<file path="src/rtl/div_pkg.sv">
// +----------------------------------------------------------------------+
// | div_pkg: shared width default, FSM encoding and counter sizing.      |
// | Rev 1.0                                                              |
// +----------------------------------------------------------------------+
`default_nettype none

package div_pkg;

  localparam int DEFAULT_WIDTH = 32;

  localparam logic [1:0] c_st_idle  = 2'd0;
  localparam logic [1:0] c_st_run   = 2'd1;
  localparam logic [1:0] c_st_fixup = 2'd2;

  function automatic int cnt_width(input int w);
    return $clog2(w) + 1;
  endfunction

  localparam int DEFAULT_CNT_W = cnt_width(DEFAULT_WIDTH);

endpackage

`default_nettype wire

</file>
<file path="src/rtl/trial_subtractor.sv">
// +----------------------------------------------------------------------+
// | trial_subtractor: (WIDTH+1)-bit subtract with non-negative flag.     |
// | Rev 1.0                                                              |
// +----------------------------------------------------------------------+
`default_nettype none

module trial_subtractor #(
  parameter int WIDTH = 32
) (
  input  logic [WIDTH:0] minuend,
  input  logic [WIDTH:0] subtrahend,
  output logic [WIDTH:0] difference,
  output logic           non_negative
);

  assign difference   = minuend - subtrahend;
  assign non_negative = ~difference[WIDTH];

endmodule

`default_nettype wire

</file>
<file path="src/rtl/seq_divider.sv">
// +----------------------------------------------------------------------+
// | seq_divider: restoring radix-2 divider, signed/unsigned, 1 bit/cycle.|
// | Rev 1.0                                                              |
// +----------------------------------------------------------------------+
`default_nettype none

module seq_divider
  import div_pkg::*;
#(
  parameter int WIDTH = DEFAULT_WIDTH
) (
  input  logic             clk,
  input  logic             rst_n,
  input  logic             start,
  input  logic             is_signed,
  input  logic [WIDTH-1:0] dividend,
  input  logic [WIDTH-1:0] divisor,
  output logic             busy,
  output logic             done,
  output logic [WIDTH-1:0] quotient,
  output logic [WIDTH-1:0] remainder,
  output logic             div_by_zero
);

  localparam int CNT_W = cnt_width(WIDTH);

  logic [1:0]       r_state;
  logic [CNT_W-1:0] r_cnt;
  logic [WIDTH-1:0] r_rem;
  logic [WIDTH-1:0] r_quo;
  logic [WIDTH-1:0] r_dvs;
  logic [WIDTH-1:0] r_dividend;
  logic             r_neg_q;
  logic             r_neg_r;
  logic             r_dbz;
  logic             r_done;
  logic [WIDTH-1:0] r_quotient;
  logic [WIDTH-1:0] r_remainder;
  logic             r_div_by_zero;

  logic [WIDTH-1:0] w_dvd_mag;
  logic [WIDTH-1:0] w_dvs_mag;
  logic [WIDTH:0]   w_shift;
  logic [WIDTH:0]   w_diff;
  logic             w_non_neg;

  // Magnitudes: -2^(WIDTH-1) maps onto itself, which is correct as unsigned.
  assign w_dvd_mag = (is_signed && dividend[WIDTH-1]) ? -dividend : dividend;
  assign w_dvs_mag = (is_signed && divisor[WIDTH-1])  ? -divisor  : divisor;
  assign w_shift   = {r_rem, r_quo[WIDTH-1]};

  trial_subtractor #(
    .WIDTH (WIDTH)
  ) u_trial_subtractor (
    .minuend      (w_shift),
    .subtrahend   ({1'b0, r_dvs}),
    .difference   (w_diff),
    .non_negative (w_non_neg)
  );

  always_ff @(posedge clk or negedge rst_n) begin
    if (!rst_n) begin
      r_state       <= c_st_idle;
      r_cnt         <= '0;
      r_rem         <= '0;
      r_quo         <= '0;
      r_dvs         <= '0;
      r_dividend    <= '0;
      r_neg_q       <= 1'b0;
      r_neg_r       <= 1'b0;
      r_dbz         <= 1'b0;
      r_done        <= 1'b0;
      r_quotient    <= '0;
      r_remainder   <= '0;
      r_div_by_zero <= 1'b0;
    end else begin
      r_done <= 1'b0;
      case (r_state)
        c_st_idle: begin
          if (start) begin
            r_state    <= c_st_run;
            r_cnt      <= '0;
            r_rem      <= '0;
            r_quo      <= w_dvd_mag;
            r_dvs      <= w_dvs_mag;
            r_dividend <= dividend;
            r_neg_q    <= is_signed & (dividend[WIDTH-1] ^ divisor[WIDTH-1]);
            r_neg_r    <= is_signed & dividend[WIDTH-1];
            r_dbz      <= (divisor == '0);
          end
        end
        c_st_run: begin
          r_rem <= w_non_neg ? w_diff[WIDTH-1:0] : w_shift[WIDTH-1:0];
          r_quo <= {r_quo[WIDTH-2:0], w_non_neg};
          r_cnt <= r_cnt + 1'b1;
          if (r_cnt == CNT_W'(WIDTH - 1)) begin
            r_state <= c_st_fixup;
          end
        end
        c_st_fixup: begin
          r_state       <= c_st_idle;
          r_done        <= 1'b1;
          r_div_by_zero <= r_dbz;
          if (r_dbz) begin
            r_quotient  <= '1;
            r_remainder <= r_dividend;
          end else begin
            r_quotient  <= r_neg_q ? -r_quo : r_quo;
            r_remainder <= r_neg_r ? -r_rem : r_rem;
          end
        end
        default: r_state <= c_st_idle;
      endcase
    end
  end

  assign busy        = (r_state != c_st_idle);
  assign done        = r_done;
  assign quotient    = r_quotient;
  assign remainder   = r_remainder;
  assign div_by_zero = r_div_by_zero;

endmodule

`default_nettype wire

</file>
<file path="config.mk">
export PLATFORM = sky130hd
export DESIGN_NAME = seq_divider
export DESIGN_NICKNAME = d
export VERILOG_FILES = /design/src/rtl/div_pkg.sv /design/src/rtl/trial_subtractor.sv /design/src/rtl/seq_divider.sv
export SDC_FILE = /design/constraint.sdc
export NUM_CORES = 1
export LEC_CHECK = 0
export ABC_AREA = 1
export CAP_MARGIN = 20
export CORE_MARGIN = 3
export CORE_UTILIZATION = 41
export CTS_CLUSTER_SIZE = 14
export DETAILED_ROUTE_END_ITERATION = 16
export HOLD_SLACK_MARGIN = 0.06
export PLACE_DENSITY = 0.62
export SLEW_MARGIN = 40
export SYNTH_ARGS = -nofsm -noshare
export SYNTH_HDL_FRONTEND = slang
export SYNTH_SLANG_ARGS = --single-unit
</file>
<file path="constraint.sdc">
create_clock -name clk -period 2.5 [get_ports clk]
set_input_delay 0.5 -clock clk [delete_from_list [all_inputs] [get_ports clk]]
set_output_delay 0.5 -clock clk [all_outputs]
set_load 0.01 [all_outputs]
</file>
== Yosys cells after proc, flatten, opt, wreduce, memory -nomap -nowiden ==
Index checks and enable logic that the tools add are counted.

* $add $sub $neg: 6
* Eq/ne operators: 5
* Muxes and demuxes: 17
* Reduce and logical (&&, ||, !) cells: 9
* Bitwise operators: 4

{| class="wikitable"
|+ Operators by type and width
! operator !! count
|-
| $mux W32 || 9
|-
| $neg A32 Y32 || 4
|-
| $pmux W32 S2 || 2
|-
| $sub A33 B32 Y33 || 1
|-
| $logic_not A32 Y1 || 1
|-
| $pmux W6 S2 || 1
|-
| $add A6 B1 Y6 const B || 1
|-
| $eq A6 B5 Y1 const B || 1
|-
| $mux W6 || 1
|-
| $reduce_and A2 Y1 || 3
|-
| $mux W2 || 2
|-
| $ne A2 B2 Y1 const B || 2
|-
| $pmux W2 S2 || 1
|-
| $reduce_bool A2 Y1 || 2
|-
| $and A1 B1 Y1 || 2
|-
| $eq A2 B1 Y1 const B || 1
|-
| $eq A2 B2 Y1 const B || 1
|-
| $logic_and A1 B1 Y1 || 2
|-
| $logic_not A2 Y1 || 1
|-
| $mux W1 || 1
|-
| $not A1 Y1 || 1
|-
| $xor A1 B1 Y1 || 1
|}

* Input bits: 68
* Register bits after elaboration: 205
* Logic and storage cells: 54

== Logic depth before layout (Yosys ltp) ==
* Depth after elaboration: 4
* Depth in mapped cells: 18

== Cells and area by module ==
A second synthesis with hierarchy kept.

* Cells, all modules: 2176
* Area total of the unflattened synthesis: 14536.4 sq um

{| class="wikitable"
|+ By module, submodules not included
! module !! cells each !! instances !! sequential area each (sq um) !! area each (sq um)
|-
| seq_divider || 1612 || 1 || 5129.9 || 11931.4
|-
| trial_subtractor || 564 || 1 || 0.0 || 2605.0
|}

== Worst setup path after synthesis ==
No wires, ideal clock.

* Kind: register to register
* Start point: register r_quo[31]
* End point: register r_rem[15]
* Arrival time: 2.084 ns
* Path slack: 0.300 ns
* Path buffers: 1
* Cell stages (with the launch flop): 19
* Setup time: 0.115 ns
* Cell sequence: dfrtp_1 inv_1 ha_1 fa_1 inv_1 nand2_1 nand2_1 nand3_1 nand2_2 nand2_4 nand2_4 nand2_4 nand2_4 nand2_4 nand2_4 buf_12 nand2_2 nand3_2 nand2_2

* Word-level cells in the longest chain between the ends: 3

{| class="wikitable"
|+ Ends and longest elaborated chain
! item !! RTL line !! RTL
|-
| from (decl) || seq_divider.sv:30 || <nowiki>logic [WIDTH-1:0] r_quo;</nowiki>
|-
| from (signal assigned) || seq_divider.sv:84 || <nowiki>r_quo <= w_dvd_mag;</nowiki>
|-
| from (signal assigned) || seq_divider.sv:94 || <nowiki>r_quo <= {r_quo[WIDTH-2:0], w_non_neg};</nowiki>
|-
| $sub A33 B32 Y33 || trial_subtractor.sv:16 || <nowiki>assign difference = minuend - subtrahend;</nowiki>
|-
| $mux W32 || seq_divider.sv:93 || <nowiki>r_rem <= w_non_neg ? w_diff[WIDTH-1:0] : w_shift[WIDTH-1:0];</nowiki>
|-
| $pmux W32 S2 || seq_divider.sv:78 || <nowiki>case (r_state)</nowiki>
|-
| to (signal assigned) || seq_divider.sv:93 ||
|-
| to (decl) || seq_divider.sv:29 || <nowiki>logic [WIDTH-1:0] r_rem;</nowiki>
|}

No other way between the ends.
A chain may end at the register's enable or synchronous reset.

== Worst setup path in the final report ==
* Start point: register r_quo[31]
* End point: register r_rem[28]

The elaborated chain is that of the path after synthesis.

==> summary.md <==
| Metric | Value |
|---|---|
| Crit Path Max Fanout | 3 |
| CORE AREA | 35000 um2 |
| Largest net degree at the start of global routing | 105 |
| Fin area | 18100 um2 |
| Die Height | 196 um |
| Final Routed Wirelength | 47600 um |
| Antenna Nets Post-Route | 0 |
| Most frequent cells in the layout | 649 x nand2_1, 325 x inv_1, 205 x dfrtp_1, 197 x nand3_1, 191 x nor2_1 |
| Critical Path End | r_rem[28] |
| Worst reg2reg path depth | 16 |
| Net Sw Frac | 0.494 |
| Final hold vios | 0 |
| Die W | 196 um |
| Vias in the first global route | 14300 |
| Global-route wire length before repair | 76100 um |
| Synth-to-layout area growth | 22.6% |
| Final period utilization | 0.947 |
| Slew Viols, Final | 0 |
| Reg2reg setup slack | 0.13 ns |
| Power Dens Cells | 1440 nW/um2 |
| Clock slew at reported path FFs | 0.06 ns |
| Post-synth EDFFs | 0 |
| Htree depth | 1 |
| GRT Util Overall | 0.244 |
| Register share of total power | 0.230 |
| Core Rows | 68 |
| Post-Route Utilization | 0.517 |
| Reg2reg end | r_rem[28] |
| # DRC | 0 |
| Pint | 13.2 mW |
| Peak supply drop | 0.662 mV |
| Synthesized cell area | 14700 um2 |
| Number of clock sinks | 205 |
| DRT iter0 DRCs | 1216 |
| CTS tree | yes |
| Setup-failing EPs final | 0 |
| Remaining Overflow, GRT | 0 |
| Antenna diode count | 0 |
| CP Launch Point | r_quo[31] |
| Finished Layout Cells | 2858 |
| Pre-CTS worst setup slack | 0.00578 ns |
| Die area | 38300 um2 |
| Port Buffers | 134 |
| CP Launch Type | flip-flop |
| FMAX | 0.423 GHz |
| Commonest non-fill, non-tap cell in the layout | nand2_1 |
| Vias per Instance | 5.18 |
| Final nets | 2491 |
| Ys flop type | dfrtp_1 |
| FF-to-FF Start | r_quo[31] |
| Synth unique cells | 52 |
| Worst-skew pair later-pin latency | 0.52 ns |
| Clock power share | 0.142 |
| Crit path required time | 2.91 ns |
| Ys async rst share | 1.00 |
| Via count | 14800 |
| Kind of critical path | flip-flop to flip-flop |
| Root buffer cell | clkbuf_16 |
| Tmin final | 2.37 ns |
| Net count after synthesis | 2297 |
| Tightest Hold Check Type | flip-flop to flip-flop |
| Worst EP arrival | 2.78 ns |
| GP Congestion | 1.01 |
| Post-DP HPWL | 37600 um |
| Total CTS buffers | 25 |
| Yosys warns | 0 |
| Final WS setup | 0.133 ns |
| Combinational fraction of design power | 0.628 |
| Hold Slack | 0.481 ns |
| Power, Total | 26.1 mW |
| Ports | 135 |
| Max-cap violation count | 0 |
| Avg WL per Cell | 16.7 um |
| Initial Util | 0.421 |
| Pre-antenna DRT Iters | 5 |
| Post-synthesis sequential area ratio | 0.348 |
| P_leak | 9.00 nW |
| Outcome | finished, final reports clean |
| Clock Skew | 0.0148 ns |
| Post-placement cell count | 2812 |
| Switching power | 12.9 mW |
| Slew Limit Headroom | 0.492 |
| Area after DPL | 17200 um2 |
| CP endpoint kind | flip-flop |
| Antenna violations before repair | 0 |
| RSZ-0062 raised after global routing | no |
| Syn Area/Cell | 6.73 um2 |
| Worst slew pin tran | 0.761 ns |
| Synth Register Bits | 205 |
| Setup TNS | 0 ns |
| Max Buffers Root-to-Sink | 3 |
| Layout cell share with drive strength beyond 1 | 0.102 |
| Post-Syn Instances | 2191 |
## what timing repair did
action / 4_1_cts / 5_1_grt
hold buffers: 1 / 0
hold endpoints to repair: 56 / 0
buffers inserted: 0 / 0
endpoints found under the setup margin: 0 / 18
gates resized for setup: 0 / 7
## registers in the layout, indices dropped and copies added (netlist names)
signal,count
r_dvs,32
r_dbz,1
r_state,2
r_cnt,6
r_dividend,32
remainder,32
div_by_zero,1
quotient,32
r_neg_q,1
r_neg_r,1
done,1
r_rem,32
r_quo,32
## kinds of logic after synthesis
group | share of synthesized area
AOI/OAI and AO/OA | 0.112
xor gates and xnor gates | 0.0374
adders and majority gates | 0.0328
buffers and inverters | 0.109
DFF | 0.348
and+or+nand+nor | 0.361
## power groups by stage
stage | clock (mW) | sequential (mW) | combinational [mW]
2_1_floorplan | 0 | 5.81 | 11.3
3_3_place_gp | 0 | 5.99 | 15.9
3_5_place_dp | 0 | 6.01 | 16.2
4_1_cts | 3.77 | 5.97 | 16.3
5_1_grt | 3.89 | 6.15 | 18.4
6_report | 3.71 | 5.99 | 16.4
## worst min-delay path by stage
| stage | startpoint | endpoint | slack (ns) | cells after the start |
|---|---|---|---|---|
| 5_1_grt | r_dvs[17] | r_dvs[17] | 0.50 | 2 |
| 3_3_place_gp | r_dvs[19] | r_dvs[19] | 0.47 | 2 |
| 3_5_place_dp | r_dvs[30] | r_dvs[30] | 0.47 | 2 |
| 6_report | r_dvs[17] | r_dvs[17] | 0.48 | 2 |
| 4_1_cts | r_dvs[30] | r_dvs[30] | 0.48 | 2 |
| 2_1_floorplan | rst_n | div_by_zero | 0.20 | 0 |
## layout make-up
cell class	count	area (um2)
clock buffer	33	706
sequential	205	5130
fill	3470	16900
clock inverter	12	133
timing repair buffer	235	2210
multi-input combinational	1578	8050
inverter	340	1280
tap	455	569
## routing by layer
layer	global-route usage	up-vias	routed length, um
met5	0	-	0
met4	0.0615	0	1240
met3	0.0414	77	3080
met2	0.376	468	20500
met1	0.357	6866	22800
li1	-	7387	-
## worst max-delay path, stage by stage (launching register included)
cell     delay, ns
dfrtp_1       0.37
inv_1         0.07
ha_1          0.22
fa_1          0.40
inv_1         0.08
nand2_1       0.05
nand2_1       0.07
and2_1        0.23
nand2_1       0.11
nand2_1       0.16
nand2_1       0.10
nand2_1       0.07
nand2_1       0.04
nand2_1       0.11
nand2_2       0.07
nand3_2       0.05
nand2_1       0.05
## synthesized netlist by cell type (all sizes together) (5+ instances only)
cell,n,area share
nand2,693,0.19
inv,339,0.086
nand3,219,0.083
dfrtp,205,0.35
nor2,200,0.053
o21ai,125,0.043
clkbuf,50,0.013
xor2,50,0.030
a21oi,44,0.017
ha,37,0.031
nor3,32,0.011
a22oi,29,0.015
nand4,27,0.011
o211ai,23,0.012
buf,18,0.010
nand3b,15,0.0076
o22ai,15,0.0064
a31oi,14,0.0059
xnor2,13,0.0077
or2,9,0.0038
o21bai,6,0.0031
and2,5,0.0021
Power figures use the tool's default switching activity.
